<file path="src/rtl/alu_pkg.sv">
// Shared encodings for the ALU and its dispatch stage: opcodes, request codes
// and the dispatch FSM states.
package alu_pkg;

    // Logic opcodes, passed straight through to the ALU
    localparam logic [3:0] NOTA = 4'd0;
    localparam logic [3:0] NOTB = 4'd1;
    localparam logic [3:0] AND  = 4'd2;
    localparam logic [3:0] OR   = 4'd3;
    localparam logic [3:0] XOR  = 4'd4;
    localparam logic [3:0] NAND = 4'd5;
    localparam logic [3:0] NOR  = 4'd6;
    localparam logic [3:0] XNOR = 4'd7;

    // Sign-coded magnitude adds: {2'b10, sign_a, sign_b}
    localparam logic [3:0] ADDPP = 4'b1000;
    localparam logic [3:0] ADDPN = 4'b1001;
    localparam logic [3:0] ADDNP = 4'b1010;
    localparam logic [3:0] ADDNN = 4'b1011;

    localparam logic [3:0] REQ_ADD = 4'd8;
    localparam logic [3:0] REQ_SUB = 4'd9;

    typedef enum logic [2:0] {
        IDLE,
        ISSUE,
        WAIT,
        RESP,
        DRAIN
    } state_t;

endpackage

</file>
<file path="src/rtl/sm_to_tc.sv">
// Sign/magnitude to two's-complement converter for the ALU result path,
// flagging magnitudes that do not fit a signed 32-bit value.
module sm_to_tc (
    input  logic        sign,
    input  logic [31:0] mag,
    output logic [31:0] value,
    output logic        overflow
);

    // A negative zero negates to zero, so no special case is needed
    assign value    = sign ? (~mag + 32'd1) : mag;
    assign overflow = sign ? (mag > 32'h8000_0000) : mag[31];

endmodule

</file>
<file path="src/rtl/alu_dispatch.sv">
// Issue stage for the sign/magnitude ALU: converts two's-complement requests
// into ALU operands, runs the start/finish handshake and converts the result back.
module alu_dispatch
    import alu_pkg::*;
#(
    parameter int TIMEOUT = 64,
    parameter int CNT_W   = 7
) (
    input  logic        clock,
    input  logic        reset,
    input  logic        req_valid,
    output logic        req_ready,
    input  logic [3:0]  req_op,
    input  logic [31:0] req_a,
    input  logic [31:0] req_b,
    output logic        rsp_valid,
    input  logic        rsp_ready,
    output logic [31:0] rsp_result,
    output logic        rsp_overflow,
    output logic        rsp_error,
    output logic [31:0] alu_a,
    output logic [31:0] alu_b,
    output logic [3:0]  alu_control,
    output logic        alu_start,
    input  logic        alu_finish,
    input  logic        alu_sign,
    input  logic [31:0] alu_c
);

    state_t           state;
    logic [CNT_W-1:0] count;
    logic             alu_used;
    logic             arith;

    logic             req_arith;
    logic             req_legal;
    logic             sign_a;
    logic             sign_b;
    logic [31:0]      mag_a;
    logic [31:0]      mag_b;
    logic [31:0]      tc_value;
    logic             tc_overflow;

    // NOTE: every variable assigned in always_comb gets a value on every path, so no latch is inferred.
    always_comb begin
        req_arith = (req_op == REQ_ADD) || (req_op == REQ_SUB);
        req_legal = req_arith || (req_op <= XNOR);
        sign_a    = req_a[31];
        sign_b    = (req_op == REQ_SUB) ? ~req_b[31] : req_b[31];
        mag_a     = req_a[31] ? (~req_a + 32'd1) : req_a;
        mag_b     = req_b[31] ? (~req_b + 32'd1) : req_b;
    end

    sm_to_tc result_conv (
        .sign     (alu_sign),
        .mag      (alu_c),
        .value    (tc_value),
        .overflow (tc_overflow)
    );

    // NOTE: state and outputs use non-blocking assignments so every register samples pre-edge values.
    always_ff @(posedge clock or posedge reset) begin
        if (reset) begin
            state        <= IDLE;
            count        <= '0;
            alu_used     <= 1'b0;
            arith        <= 1'b0;
            req_ready    <= 1'b1;
            rsp_valid    <= 1'b0;
            rsp_result   <= '0;
            rsp_overflow <= 1'b0;
            rsp_error    <= 1'b0;
            alu_a        <= '0;
            alu_b        <= '0;
            alu_control  <= '0;
            alu_start    <= 1'b0;
        end else begin
            case (state)
                IDLE: begin
                    if (req_valid) begin
                        req_ready <= 1'b0;
                        if (!req_legal) begin
                            // Illegal opcode answers directly and never touches the ALU
                            alu_used     <= 1'b0;
                            rsp_valid    <= 1'b1;
                            rsp_error    <= 1'b1;
                            rsp_result   <= '0;
                            rsp_overflow <= 1'b0;
                            state        <= RESP;
                        end else begin
                            alu_used <= 1'b1;
                            arith    <= req_arith;
                            if (req_arith) begin
                                alu_a       <= mag_a;
                                alu_b       <= mag_b;
                                alu_control <= {2'b10, sign_a, sign_b};
                            end else begin
                                alu_a       <= req_a;
                                alu_b       <= req_b;
                                alu_control <= req_op;
                            end
                            state <= ISSUE;
                        end
                    end
                end

                ISSUE: begin
                    alu_start <= 1'b1;
                    count     <= '0;
                    state     <= WAIT;
                end

                WAIT: begin
                    count <= count + 1'b1;
                    if (alu_finish) begin
                        alu_start <= 1'b0;
                        rsp_valid <= 1'b1;
                        rsp_error <= 1'b0;
                        if (arith) begin
                            rsp_result   <= tc_value;
                            rsp_overflow <= tc_overflow;
                        end else begin
                            rsp_result   <= alu_c;
                            rsp_overflow <= 1'b0;
                        end
                        state <= RESP;
                    end else if (count == CNT_W'(TIMEOUT - 1)) begin
                        alu_start    <= 1'b0;
                        rsp_valid    <= 1'b1;
                        rsp_error    <= 1'b1;
                        rsp_result   <= '0;
                        rsp_overflow <= 1'b0;
                        state        <= RESP;
                    end
                end

                RESP: begin
                    if (rsp_ready) begin
                        rsp_valid <= 1'b0;
                        if (alu_used) begin
                            state <= DRAIN;
                        end else begin
                            req_ready <= 1'b1;
                            state     <= IDLE;
                        end
                    end
                end

                DRAIN: begin
                    // A finish still high from the last run must not complete the next one
                    if (!alu_finish) begin
                        count     <= '0;
                        req_ready <= 1'b1;
                        state     <= IDLE;
                    end
                end

                default: begin
                    req_ready <= 1'b1;
                    alu_start <= 1'b0;
                    state     <= IDLE;
                end
            endcase
        end
    end

endmodule

</file>
<file path="config.mk">
export PLATFORM = sky130hd
export DESIGN_NAME = alu_dispatch
export DESIGN_NICKNAME = d
export VERILOG_FILES = /design/src/rtl/alu_pkg.sv /design/src/rtl/sm_to_tc.sv /design/src/rtl/alu_dispatch.sv
export SDC_FILE = /design/constraint.sdc
export NUM_CORES = 1
export LEC_CHECK = 0
export CORE_MARGIN = 1.5
export CORE_UTILIZATION = 48
export CTS_CLUSTER_DIAMETER = 120
export DETAILED_ROUTE_END_ITERATION = 16
export PLACE_DENSITY = 0.88
export SLEW_MARGIN = 20
export SYNTH_ARGS = -nofsm -noshare
export SYNTH_HDL_FRONTEND = slang
export SYNTH_HIERARCHICAL = 1
export SYNTH_SLANG_ARGS = --single-unit
export TNS_END_PERCENT = 50
</file>
<file path="constraint.sdc">
create_clock -name clock -period 4.69 [get_ports clock]
set_input_delay 0.469 -clock clock [delete_from_list [all_inputs] [get_ports clock]]
set_output_delay 0.469 -clock clock [all_outputs]
set_load 0.01 [all_outputs]
</file>
## Yosys cells after proc, flatten, opt, wreduce, memory -nomap -nowiden

Cells that the tools add are included.

| cells by class | value |
|---|---|
| bitwise gates (word level) | 6 |
| multiply operators | 0 |
| magnitude comparators | 2 |
| div/mod/pow operators | 0 |
| reductions and logical operators | 16 |
| equal/unequal tests | 13 |
| shifts and indexed selects | 0 |
| add/subtract/negate cells | 4 |
| mux-type cells | 46 |

Operators by type and width:

| cell | number |
|---|---|
| 32-bit two-way mux | 10 |
| 32-bit by 1-bit adder with 32-bit output (second input constant) | 3 |
| 32-bit NOT | 3 |
| 32-bit one-hot mux with 2 select lines | 1 |
| 32-bit > comparator (second input constant) | 1 |
| 7-bit one-hot mux with 3 select lines | 1 |
| 1-bit two-way mux | 19 |
| 3-bit two-way mux | 6 |
| 3-bit one-hot mux with 5 select lines | 1 |
| 2-bit inequality test (second input constant) | 5 |
| 5-bit AND reduction | 2 |
| 4-bit == test (second input constant) | 2 |
| 4-bit AND reduction | 2 |
| 7-bit by 1-bit adder with 7-bit output (second input constant) | 1 |
| 7-bit by 6-bit == test with 1-bit output (second input constant) | 1 |
| 7-bit two-way mux | 1 |
| 3-bit by 2-bit == test with 1-bit output (second input constant) | 2 |
| 1-bit one-hot mux with 3 select lines | 2 |
| 2-bit AND reduction | 3 |
| 3-bit nonzero test | 2 |
| 4-bit by 3-bit <= comparator with 1-bit output (second input constant) | 1 |
| 4-bit two-way mux | 1 |
| 1-bit one-hot mux with 2 select lines | 2 |
| 1-bit one-hot mux with 4 select lines | 1 |
| other kinds (11) | 14 |

| storage, ports and cells | value |
|---|---|
| memory bits (read-only) | 0 |
| input port bits | 106 |
| register bits after elaboration | 117 |
| word-level logic and storage cells | 100 |
| memories | 0 |
| output and inout port bits | 105 |
| bits in writable memories | 0 |
| latch bits | 0 |

## Logic depth before layout (Yosys ltp)

Gate-level depths: netlist (run 1).

| depth | value |
|---|---|
| depth in word-level cells | 6 |
| gate-level depth with buffers | 9 |
| mapped depth without buffers | 8 |

## Cells and area by module

The synthesis (run 1) kept the hierarchy.

By module, submodules not included:

| module | instances | cells an instance | seq. area each (um^2) | area each (um^2) |
|---|---|---|---|---|
| alu_dispatch | 1 | 655 | 2929.1 | 6306.0 |
| sm_to_tc | 1 | 124 | 0.0 | 913.4 |

## Least setup slack after synthesis (run 1)

OpenSTA, ideal clock, no wires.

| timing path | value |
|---|---|
| kind | in2reg |
| start | input port req_a[22] |
| end | register alu_a[27] |
| library setup time | 0.131 ns |
| setup slack | 2.623 ns |
| arrival time | 1.937 ns |
| buffers on the path | 1 |
| required time | 4.559 ns |
| stages | 6 |
| cells stage by stage | or4_1 buf_2 or4_4 o31ai_4 xor2_1 o21ai_1 |

| on the way | value |
|---|---|
| word-level cells in the longest chain between the ends | 4 |

RTL lines:

| element | line | source |
|---|---|---|
| start: declaration | alu_dispatch.sv:14 | `input logic [31:0] req_a,` |
| 32-bit NOT | alu_dispatch.sv:50 | `mag_a = req_a[31] ? (~req_a + 32'd1) : req_a;` |
| 32-bit by 1-bit adder with 32-bit output | alu_dispatch.sv:50 |  |
| 32-bit two-way mux | alu_dispatch.sv:50 |  |
| 32-bit two-way mux | alu_dispatch.sv:93 | `if (req_arith) begin` |
| end signal: assignment | alu_dispatch.sv:94 | `alu_a <= mag_a;` |
| end signal: assignment | alu_dispatch.sv:98 | `alu_a <= req_a;` |
| end: declaration | alu_dispatch.sv:21 | `output logic [31:0] alu_a,` |

Every way passes these cells.
A chain may end at the register's enable or synchronous reset.

## Worst setup path in the final report (run 1)

| timing path | value |
|---|---|
| start | input port alu_c[15] |
| end | register rsp_result[26] |

| on the way | value |
|---|---|
| word-level cells in the longest chain between the ends | 6 |

RTL lines:

| element | line | source |
|---|---|---|
| start: declaration | alu_dispatch.sv:27 | `input logic [31:0] alu_c` |
| 32-bit NOT | sm_to_tc.sv:11 | `assign value = sign ? (~mag + 32'd1) : mag;` |
| 32-bit by 1-bit adder with 32-bit output | sm_to_tc.sv:11 |  |
| 32-bit two-way mux | sm_to_tc.sv:11 |  |
| via tc_value[26] | alu_dispatch.sv:41 | `logic [31:0] tc_value;` |
| 32-bit two-way mux | alu_dispatch.sv:119 | `if (arith) begin` |
| 32-bit two-way mux | alu_dispatch.sv:115 | `if (alu_finish) begin` |
| 32-bit one-hot mux with 2 select lines | alu_dispatch.sv:78 | `case (state)` |
| end signal: assignment | alu_dispatch.sv:120 | `rsp_result <= tc_value;` |
| end signal: assignment | alu_dispatch.sv:123 | `rsp_result <= alu_c;` |
| end: declaration | alu_dispatch.sv:18 | `output logic [31:0] rsp_result,` |

The timed path passes the listed nets, and every way through them passes these cells.

==> flow_summary.yaml, run 1 <==
cells_and_area:
  post-route-util_pct: 68.3
  drive_gt1_share_pct: 6.94
  fillCellCount: 1100
  commonest_cells_after_routing_fill_and_taps_aside: "sky130_fd_sc_hd__clkdlybuf4s50_1, sky130_fd_sc_hd__dfrtp_1, sky130_fd_sc_hd__nand2_1, sky130_fd_sc_hd__o21ai_0, sky130_fd_sc_hd__nor2_1"
  num_antenna_cells: 0
  layout.cells.non_filler: 1164
  layout.cells.most_common: "sky130_fd_sc_hd__clkdlybuf4s50_1"
  nNetsFinal: 1080
  synthToLayoutAreaGrowth_pct: 38.1
synthesis:
  post_synth_edffs: 0
  synth_warnings: 6
  postSynthAreaPerCell_sq_um: 9.27
  post_synth_num_cell_types: 67
  syn_area_sq_mm: 0.00722
  ys_ff_latch: 117
  async_reset_ff_share_pct: 100
  synth-main-ff-cell: "sky130_fd_sc_hd__dfrtp_1"
  synth-seq-area-share_pct: 40.6
  synth_nets: 889
  synth_cells: 779
drt:
  wire_per_inst_um: 17.5
  route.met2.wl_um: 9650
  vias: 6869
  topRoutingLayerUsed: "met4"
  first_pass_iters: 5
  vias_per_inst: 5.90
  ant_nets: 0
  met3WireLength_um: 1850
  drt_iter0_drc: 556
  met1Wirelength_um: 8470
  routed_wl_um: 20300
  drc: 0
global_routing:
  grt-ovfl-total: 0
  global_route_wire_length_before_repair_um: 33300
  grt_max_degree: 87
  antenna_violations_before_repair: 0
  grtUsageTotal_pct: 26.1
  vias_in_the_first_global_route: 6560
clock_network:
  cts_sinks: 117
  clock_latency_ns: 0.41
  cts-buffers-inserted: 17
  cts_hold_buf: 0
  cts_buffer_depth: 2
  postCtsResizedCells: 0
  h_tree_depth: 4
  worst_setup_hold_path_clk_slew_ns: 0.05
  clock-root-buffer: "sky130_fd_sc_hd__clkbuf_16"
  post-cts-setup-buffer-count: 0
  tritoncts: "built"
floorplanning:
  die_height_um: 126
  fp.dieW_um: 126
  floorplan.initialDensity_pct: 49.5
  core_area_sq_mm: 0.0146
  num_io_pins: 211
  die-area_sq_mm: 0.0158
  placement_row_count: 44
placement:
  dp_hpwl_um: 14300
  globalplace.congestion: 0.877
  place_inst: 1135
  portBuffers: 210
job:
  cap_violations: 0
worst_setup_path:
  cp-end-kind: "flop"
  critPathArrivalTime_ns: 2.89
  timing.critical_path.fanout_max: 11
  critical_path.startpoint_type: "input pin"
  path_class: "input pin to flop"
  cp_data_required_time_ns: 5.01
power:
  clock_power_share_pct: 24.1
  power.density_cell_area_mw_per_mm2: 517
  switching_share_of_total_power_pct: 34.0
  vdd.ir_drop.worst_mv: 0.337
  p_int_mw: 3.41
  pwr-share-seq_pct: 35.0
  power.net_switching_mw: 1.75
  p_leak_nw: 3.87
  comb_power_share_pct: 40.9
timing:
  final_hold_viol_count: 0
  number_of_max_slew_violations_in_the_final_report: 0
  grt_setup_unrepaired: "no"
  slew-limit-headroom_pct: 33.8
  timing.clock.skew_ns: 0.00479
  tightest_slew_ns: 0.993
  min_period_over_period_pct: 54.8
  fin_setup_tns_ns: 0
  finalSetupViolCount: 0
  achievable-frequency_mhz: 389
  post-route-min-period_ns: 2.57
min_path:
  min_path_type: "flop to flop"
run_status:
  run_status: "complete, no violations"
logic make-up (layout without fill, tap and decap cells):
group	count (synthesis)	count (layout)	synth area share, %
flops	117	117	40.6
compound gates	209	209	19.9
simple gates	274	274	20.8
buf+inv	61	262	3.59
fa+ha+maj	4	4	0.693
xor+xnor	77	77	9.34
mux	37	37	5.16
area by class of cell:
type | instances | area [sq um] | area share [%]
clock inverters | 5 | 75.1 | 0.753
repair buffers | 217 | 2150 | 21.6
inverters | 16 | 62.6 | 0.627
well taps | 184 | 230 | 2.31
multi-input cells | 601 | 4040 | 40.5
flip-flops and latches | 117 | 2930 | 29.4
clock buffers | 24 | 482 | 4.83
final timing paths:
| path | startpoint | end | slack, ns | depth (start not counted) |
|---|---|---|---|---|
| max reg2reg | state[0] | alu_a[22] | 2.17 | 5 |
| min | alu_control[2] | alu_control[2] | 0.48 | 2 |
| max | alu_c[15] | rsp_result[26] | 2.12 | 7 |
| min in group asynchronous | reset | alu_b[3] | 0.61 | 2 |
| min reg2reg | alu_control[2] | alu_control[2] | 0.48 | 2 |
| max in group asynchronous | reset | alu_a[24] | 3.17 | 3 |
metal layers:
metal	track usage [%]	vias to the layer above
li1	-	3242
met1	33.0	3317
met2	42.4	282
met3	8.50	28
met4	8.96	0
met5	0	-
per-stage QoR:
step | hold WS (ns) | area (sq um) | setup WS (ns) | total power [mW]
6_report | 0.476 | 9970 | 2.12 | 5.16
4_1_cts | 0.482 | 9970 | 2.17 | 5.20
5_1_grt | 0.496 | 9970 | 1.94 | 5.47
2_1_floorplan | 0.442 | 7220 | 1.12 | 2.75
3_5_place_dp | 0.466 | 9410 | 1.79 | 3.91
3_3_place_gp | 0.462 | 9410 | 1.89 | 3.87
cells in the mapped netlist, drive strengths merged (2+ instances only):
master | count | share of area [%]
nand4b | 3 | 0.54
nand3b | 4 | 0.47
ha | 4 | 0.69
or4 | 5 | 0.57
a221oi | 2 | 0.24
nand2b | 8 | 0.73
nor4 | 22 | 2.8
xor2 | 38 | 4.6
o2bb2ai | 33 | 4.0
buf | 10 | 0.94
mux2i | 35 | 4.9
a21oi | 17 | 1.2
o31ai | 24 | 2.7
nand4 | 12 | 1.0
o41ai | 15 | 2.6
clkbuf | 35 | 1.8
nor4b | 5 | 0.90
mux2 | 2 | 0.31
nand3 | 18 | 1.4
and3 | 4 | 0.35
dfrtp | 116 | 40
nand2 | 101 | 5.4
o21ai | 89 | 6.2
nor2 | 42 | 2.2
a22oi | 4 | 0.42
o21a | 4 | 0.42
inv | 16 | 0.83
xnor2 | 39 | 4.7
nor3 | 21 | 1.8
nor2b | 7 | 0.61
a31oi | 10 | 0.87
or3 | 16 | 1.4
or2 | 3 | 0.26
power by group through the flow:
stage | clock [mW] | sequential [mW] | combinational [mW]
after CTS | 1.27 | 1.80 | 2.12
after detailed placement | 0 | 1.80 | 2.11
after floorplan | 0 | 1.85 | 0.899
final | 1.25 | 1.81 | 2.11
after global routing | 1.32 | 1.86 | 2.29
after global placement | 0 | 1.80 | 2.06
state kept, by name, summed over array words and instances, names as in the netlist:
name / cells
alu_a: 32
rsp_error: 1
rsp_overflow: 1
count: 7
alu_control: 4
rsp_valid: 1
state: 3
alu_used: 1
rsp_result: 32
alu_b: 32
arith: 1
alu_start: 1
req_ready: 1
critical path: stages:
cell,delay (ns)
sky130_fd_sc_hd__clkdlybuf4s50_1,0.53
sky130_fd_sc_hd__nor4_2,0.35
sky130_fd_sc_hd__nand3_1,0.50
sky130_fd_sc_hd__o41ai_1,0.56
sky130_fd_sc_hd__xnor2_1,0.16
sky130_fd_sc_hd__mux2i_1,0.11
sky130_fd_sc_hd__o2bb2ai_1,0.21
No activity file was read; power rests on OpenSTA's default activity.
==> run 2, diff against run 1 <==
- clock period: 4.69 -> 2.6 ns (I/O delays scaled with it)
==> run 2 against run 1 <==
Against the previous run: flip-flop and latch count unchanged; count of clock-buffer cells in the layout is 1 lower; non-clock buffer count rose by 22; largest power group unchanged; sequential share of layout area shrank 0.73 points; clock skew rose by 0.0023 ns; clock power rose by 98%; setup slack got worse by 1.7 ns; global-route usage up 0.89 points; register-to-register slack got worse by 1.7 ns; die area unchanged; critical endpoint is now alu_a[19]; first-iteration DRC count rose by 9.4%.
==> flow_summary.yaml, run 2 (synthesized netlist as in run 1, its figures left out) <==
global_routing:
  vias_in_the_first_global_route: 6859
  grt_max_degree: 74
  grt-ovfl-total: 0
  grtUsageTotal_pct: 27.0
  global_route_wire_length_before_repair_um: 34500
  antenna_violations_before_repair: 0
clock_network:
  cts_buffer_depth: 2
  cts_hold_buf: 0
  cts-buffers-inserted: 17
  clock-root-buffer: "sky130_fd_sc_hd__clkbuf_16"
  postCtsResizedCells: 0
  clock_latency_ns: 0.41
  worst_setup_hold_path_clk_slew_ns: 0.05
  h_tree_depth: 4
  tritoncts: "built"
  cts_sinks: 117
  post-cts-setup-buffer-count: 0
power:
  p_leak_nw: 4.02
  power.net_switching_mw: 3.27
  vdd.ir_drop.worst_mv: 0.540
  switching_share_of_total_power_pct: 34.0
  p_int_mw: 6.36
  comb_power_share_pct: 41.7
  power.total_mw: 9.63
  pwr-share-seq_pct: 32.6
  power.density_cell_area_mw_per_mm2: 942
  clock_power_share_pct: 25.6
placement:
  globalplace.congestion: 0.863
  portBuffers: 210
  dp_hpwl_um: 15000
cells_and_area:
  combined_area_of_the_multi_input_logic_cells_sq_mm: 0.00404
  num_antenna_cells: 0
  drive_gt1_share_pct: 9.55
  layout.cells.most_common: "sky130_fd_sc_hd__clkdlybuf4s50_1"
  fillCellCount: 1103
  commonest_cells_after_routing_fill_and_taps_aside: "sky130_fd_sc_hd__clkdlybuf4s50_1, sky130_fd_sc_hd__dfrtp_1, sky130_fd_sc_hd__nand2_1, sky130_fd_sc_hd__o21ai_0, sky130_fd_sc_hd__nor2_1"
  area.sequential_sq_mm: 0.00293
  post-route-util_pct: 70.1
  largestRegisters: "alu_a x32, alu_b x32, rsp_result x32"
  synthToLayoutAreaGrowth_pct: 41.6
  nNetsFinal: 1102
timing:
  grt_setup_unrepaired: "no"
  min_period_over_period_pct: 85.4
  post-route-min-period_ns: 2.22
  tightest_slew_ns: 0.594
  achievable-frequency_mhz: 450
  timing.clock.skew_ns: 0.00709
  finalSetupViolCount: 0
  fin_setup_tns_ns: 0
  slew-limit-headroom_pct: 60.4
  number_of_max_slew_violations_in_the_final_report: 0
  final_hold_viol_count: 0
floorplanning:
  die-area_sq_mm: 0.0158
  floorplan.initialDensity_pct: 49.5
  die_height_um: 126
  fp.dieW_um: 126
  placement_row_count: 44
  core_area_sq_mm: 0.0146
  num_io_pins: 211
worst_setup_path:
  cp-end-kind: "flop"
  r2r_end: "rsp_error"
  critical_path.startpoint_type: "input pin"
  rrSetupSlack_ns: 0.47
  timing.rr.start: "count[0]"
  cp_data_required_time_ns: 2.89
  timing.critical_path.fanout_max: 8
  critPathArrivalTime_ns: 2.51
  path_class: "input pin to flop"
  reg2regPathDepth: 7
drt:
  vias_per_inst: 5.93
  vias: 7053
  first_pass_iters: 7
  wire_per_inst_um: 17.9
  drc: 0
  routed_wl_um: 21300
  drt_iter0_drc: 608
  ant_nets: 0
min_path:
  min_path_type: "input pin to async pin"
run_status:
  run_status: "complete, no violations"
job:
  cap_violations: 0
-- run 2: changes by cell type in the layout (fill, tap and decap cells not counted), sizes merged --
| cell | change |
|---|---|
| buf | +22 |
| bufinv | +1 |
| clkbuf | -1 |
| clkinv | +2 |
| clkinvlp | +2 |
| inv | -1 |
-- run 2: how the worst max path moves through the flow --
stage / end / start / cells past startpoint
2_1_floorplan: alu_a[22] / state[2] / 7
3_3_place_gp: rsp_result[28] / alu_c[4] / 7
3_5_place_dp: rsp_result[25] / alu_c[4] / 7
4_1_cts: alu_a[19] / req_a[10] / 6
5_1_grt: alu_a[19] / req_a[10] / 6
6_report: alu_a[19] / req_a[10] / 6
-- run 2: worst max-delay path, stage by stage --
cell	delay, ns
sky130_fd_sc_hd__clkdlybuf4s50_1	0.48
sky130_fd_sc_hd__nor4_1	0.54
sky130_fd_sc_hd__nand2_1	0.35
sky130_fd_sc_hd__o41ai_1	0.56
sky130_fd_sc_hd__xor2_1	0.22
sky130_fd_sc_hd__o21ai_0	0.09
-- run 2: per-stage QoR --
step / cell area (sq um) / worst slack, ns / hold slack [ns] / instances
after floorplan: 7220 / 0.701 / 0.365 / 779
after global placement: 9610 / 0.179 / 0.462 / 1157
after detailed placement: 9610 / 0.0852 / 0.469 / 1157
after CTS: 10200 / 0.458 / 0.328 / 1189
after global routing: 10200 / 0.310 / 0.352 / 1189
final: 10200 / 0.380 / 0.319 / 1189
-- run 2: cell type report --
class | instances | area share, %
flip-flops and latches | 117 | 28.7
multi-input cells | 601 | 39.5
repair buffers | 239 | 22.9
clock inverters | 9 | 1.20
well taps | 184 | 2.25
inverters | 16 | 0.624
clock buffers | 23 | 4.87
-- run 2: per-layer routing --
metal  vias to the layer above  wire length [um]  global-route usage, %
li1                       3279                 -                      -
met1                      3388              8370                   32.5
met2                       329             10400                   45.4
met3                        57              1960                   8.37
met4                         0               546                   10.4
met5                         -                 0                      0
-- run 2: power groups by stage --
stage          Combinational, mW  Clock (mW)  Sequential [mW]
6_report                    4.02        2.47             3.14
3_3_place_gp                3.90           0             3.12
5_1_grt                     4.35        2.59             3.23
4_1_cts                     4.04        2.50             3.13
3_5_place_dp                4.02           0             3.14
2_1_floorplan               1.62           0             3.34
==> run 3, diff against run 2 <==
- MAX_ROUTING_LAYER: default -> met4
- TNS_END_PERCENT: 50 -> default
==> run 3 against run 2 <==
Against the previous run: non-clock buffer count did not move; cell area did not move; first-iteration DRC count fell by 10%; utilization did not move; combinational power barely moved; global-route usage rose by 0.87 points; final cell count did not move; clock power barely moved; critical path depth did not move; power fell by 0.15%; sequential share of layout area did not move; largest power group unchanged.
==> flow_summary.yaml, run 3 (synthesized netlist as in run 1, its figures left out) <==
run_status:
  run_status: "complete, no violations"
timing:
  post-route-min-period_ns: 2.16
  timing.clock.skew_ns: 0.00798
  final_hold_viol_count: 0
  number_of_max_slew_violations_in_the_final_report: 0
  min_period_over_period_pct: 83.0
  fin_setup_tns_ns: 0
  tightest_slew_ns: 0.596
  slew-limit-headroom_pct: 60.3
  timing.hold.ws_ns: 0.309
  grt_setup_unrepaired: "no"
  achievable-frequency_mhz: 464
  finalSetupViolCount: 0
  worst_path_setup_slack_after_routing_ns: 0.443
placement:
  portBuffers: 210
  dp_hpwl_um: 15000
  place_inst: 1157
  globalplace.congestion: 0.877
  preCtsSetupSlack_ns: 0.0852
  placed_area_sq_mm: 0.00961
floorplanning:
  floorplan.initialDensity_pct: 49.5
  placement_row_count: 44
  num_io_pins: 211
  die_height_um: 126
  die-area_sq_mm: 0.0158
  core_area_sq_mm: 0.0146
  fp.dieW_um: 126
cells_and_area:
  commonest_cells_after_routing_fill_and_taps_aside: "sky130_fd_sc_hd__clkdlybuf4s50_1, sky130_fd_sc_hd__dfrtp_1, sky130_fd_sc_hd__nand2_1, sky130_fd_sc_hd__o21ai_0, sky130_fd_sc_hd__nor2_1"
  synthToLayoutAreaGrowth_pct: 41.6
  num_antenna_cells: 0
  layout.cells.non_filler: 1189
  nNetsFinal: 1102
  fillCellCount: 1103
  drive_gt1_share_pct: 9.55
  post-route-util_pct: 70.1
  layout.cells.most_common: "sky130_fd_sc_hd__clkdlybuf4s50_1"
  postLayoutCellArea_sq_mm: 0.0102
  largestRegisters: "alu_a x32, alu_b x32, rsp_result x32"
power:
  vdd.ir_drop.worst_mv: 0.540
  power.total_mw: 9.62
  power.net_switching_mw: 3.26
  p_int_mw: 6.36
  power.density_cell_area_mw_per_mm2: 940
  pwr-share-seq_pct: 32.6
  comb_power_share_pct: 41.8
  switching_share_of_total_power_pct: 33.9
  clock_power_share_pct: 25.6
  p_leak_nw: 4.02
worst_setup_path:
  critical_path.startpoint_type: "input pin"
  r2r_end: "rsp_error"
  cp_data_required_time_ns: 2.89
  timing.rr.start: "count[0]"
  reg2regPathDepth: 7
  critPathArrivalTime_ns: 2.45
  path_class: "input pin to flop"
  worstSetupStartpoint: "req_a[10]"
  cp-end-kind: "flop"
  rrSetupSlack_ns: 0.47
  crit_path_end: "alu_a[19]"
  timing.critical_path.fanout_max: 8
clock_network:
  h_tree_depth: 4
  cts-buffers-inserted: 17
  cts_hold_buf: 0
  worst_setup_hold_path_clk_slew_ns: 0.05
  clock-root-buffer: "sky130_fd_sc_hd__clkbuf_16"
  tritoncts: "built"
  cts_buffer_depth: 2
  clock_latency_ns: 0.41
  cts_sinks: 117
  postCtsResizedCells: 0
  post-cts-setup-buffer-count: 0
global_routing:
  antenna_violations_before_repair: 0
  vias_in_the_first_global_route: 6847
  grtUsageTotal_pct: 27.9
  global_route_wire_length_before_repair_um: 34500
  grt_max_degree: 74
  grt-ovfl-total: 0
drt:
  wire_per_inst_um: 17.8
  routed_wl_um: 21100
  vias_per_inst: 5.93
  first_pass_iters: 5
  vias: 7047
  drt_iter0_drc: 546
  ant_nets: 0
  drc: 0
min_path:
  min_path_type: "input pin to async pin"
job:
  cap_violations: 0
==> run 3: cell counts in the layout (fill, tap and decap cells not counted) <==
Identical to the previous run, type by type.
==> run 3: worst min-delay path by stage <==
| stage | from | to | slack [ns] | cells after the start |
|---|---|---|---|---|
| 5_1_grt | reset | alu_b[18] | 0.35 | 3 |
| 4_1_cts | reset | alu_used | 0.33 | 3 |
| 6_report | reset | alu_b[26] | 0.31 | 3 |
| 3_5_place_dp | alu_b[7] | alu_b[7] | 0.47 | 2 |
| 2_1_floorplan | req_op[2] | alu_control[2] | 0.37 | 2 |
| 3_3_place_gp | alu_a[4] | alu_a[4] | 0.46 | 2 |
==> run 3: metal layers <==
metal,global-route usage [%],wire (um)
met1,33.0,8380
met2,45.6,10400
met3,7.77,1860
met4,10.0,467
met5,-,0
==> run 3: layout make-up <==
class,count,area [sq um],area share [%]
multi-input cells,601,4040,39.5
flip-flops and latches,117,2930,28.7
repair buffers,239,2340,22.9
clock buffers,23,498,4.87
well taps,184,230,2.25
clock inverters,9,123,1.20
inverters,16,63.8,0.624
==> run 3: power by group through the flow <==
stage	clock network, mW	registers, mW	logic [mW]
after floorplan	0	3.34	1.62
after global placement	0	3.12	3.90
after detailed placement	0	3.14	4.02
after CTS	2.50	3.13	4.04
after global routing	2.59	3.23	4.35
final	2.46	3.14	4.02
==> run 3: worst max-delay path, stage by stage <==
cell	delay, ns
sky130_fd_sc_hd__clkdlybuf4s50_1	0.48
sky130_fd_sc_hd__nor4_1	0.49
sky130_fd_sc_hd__nand2_1	0.33
sky130_fd_sc_hd__o41ai_1	0.56
sky130_fd_sc_hd__xor2_1	0.23
sky130_fd_sc_hd__o21ai_0	0.09
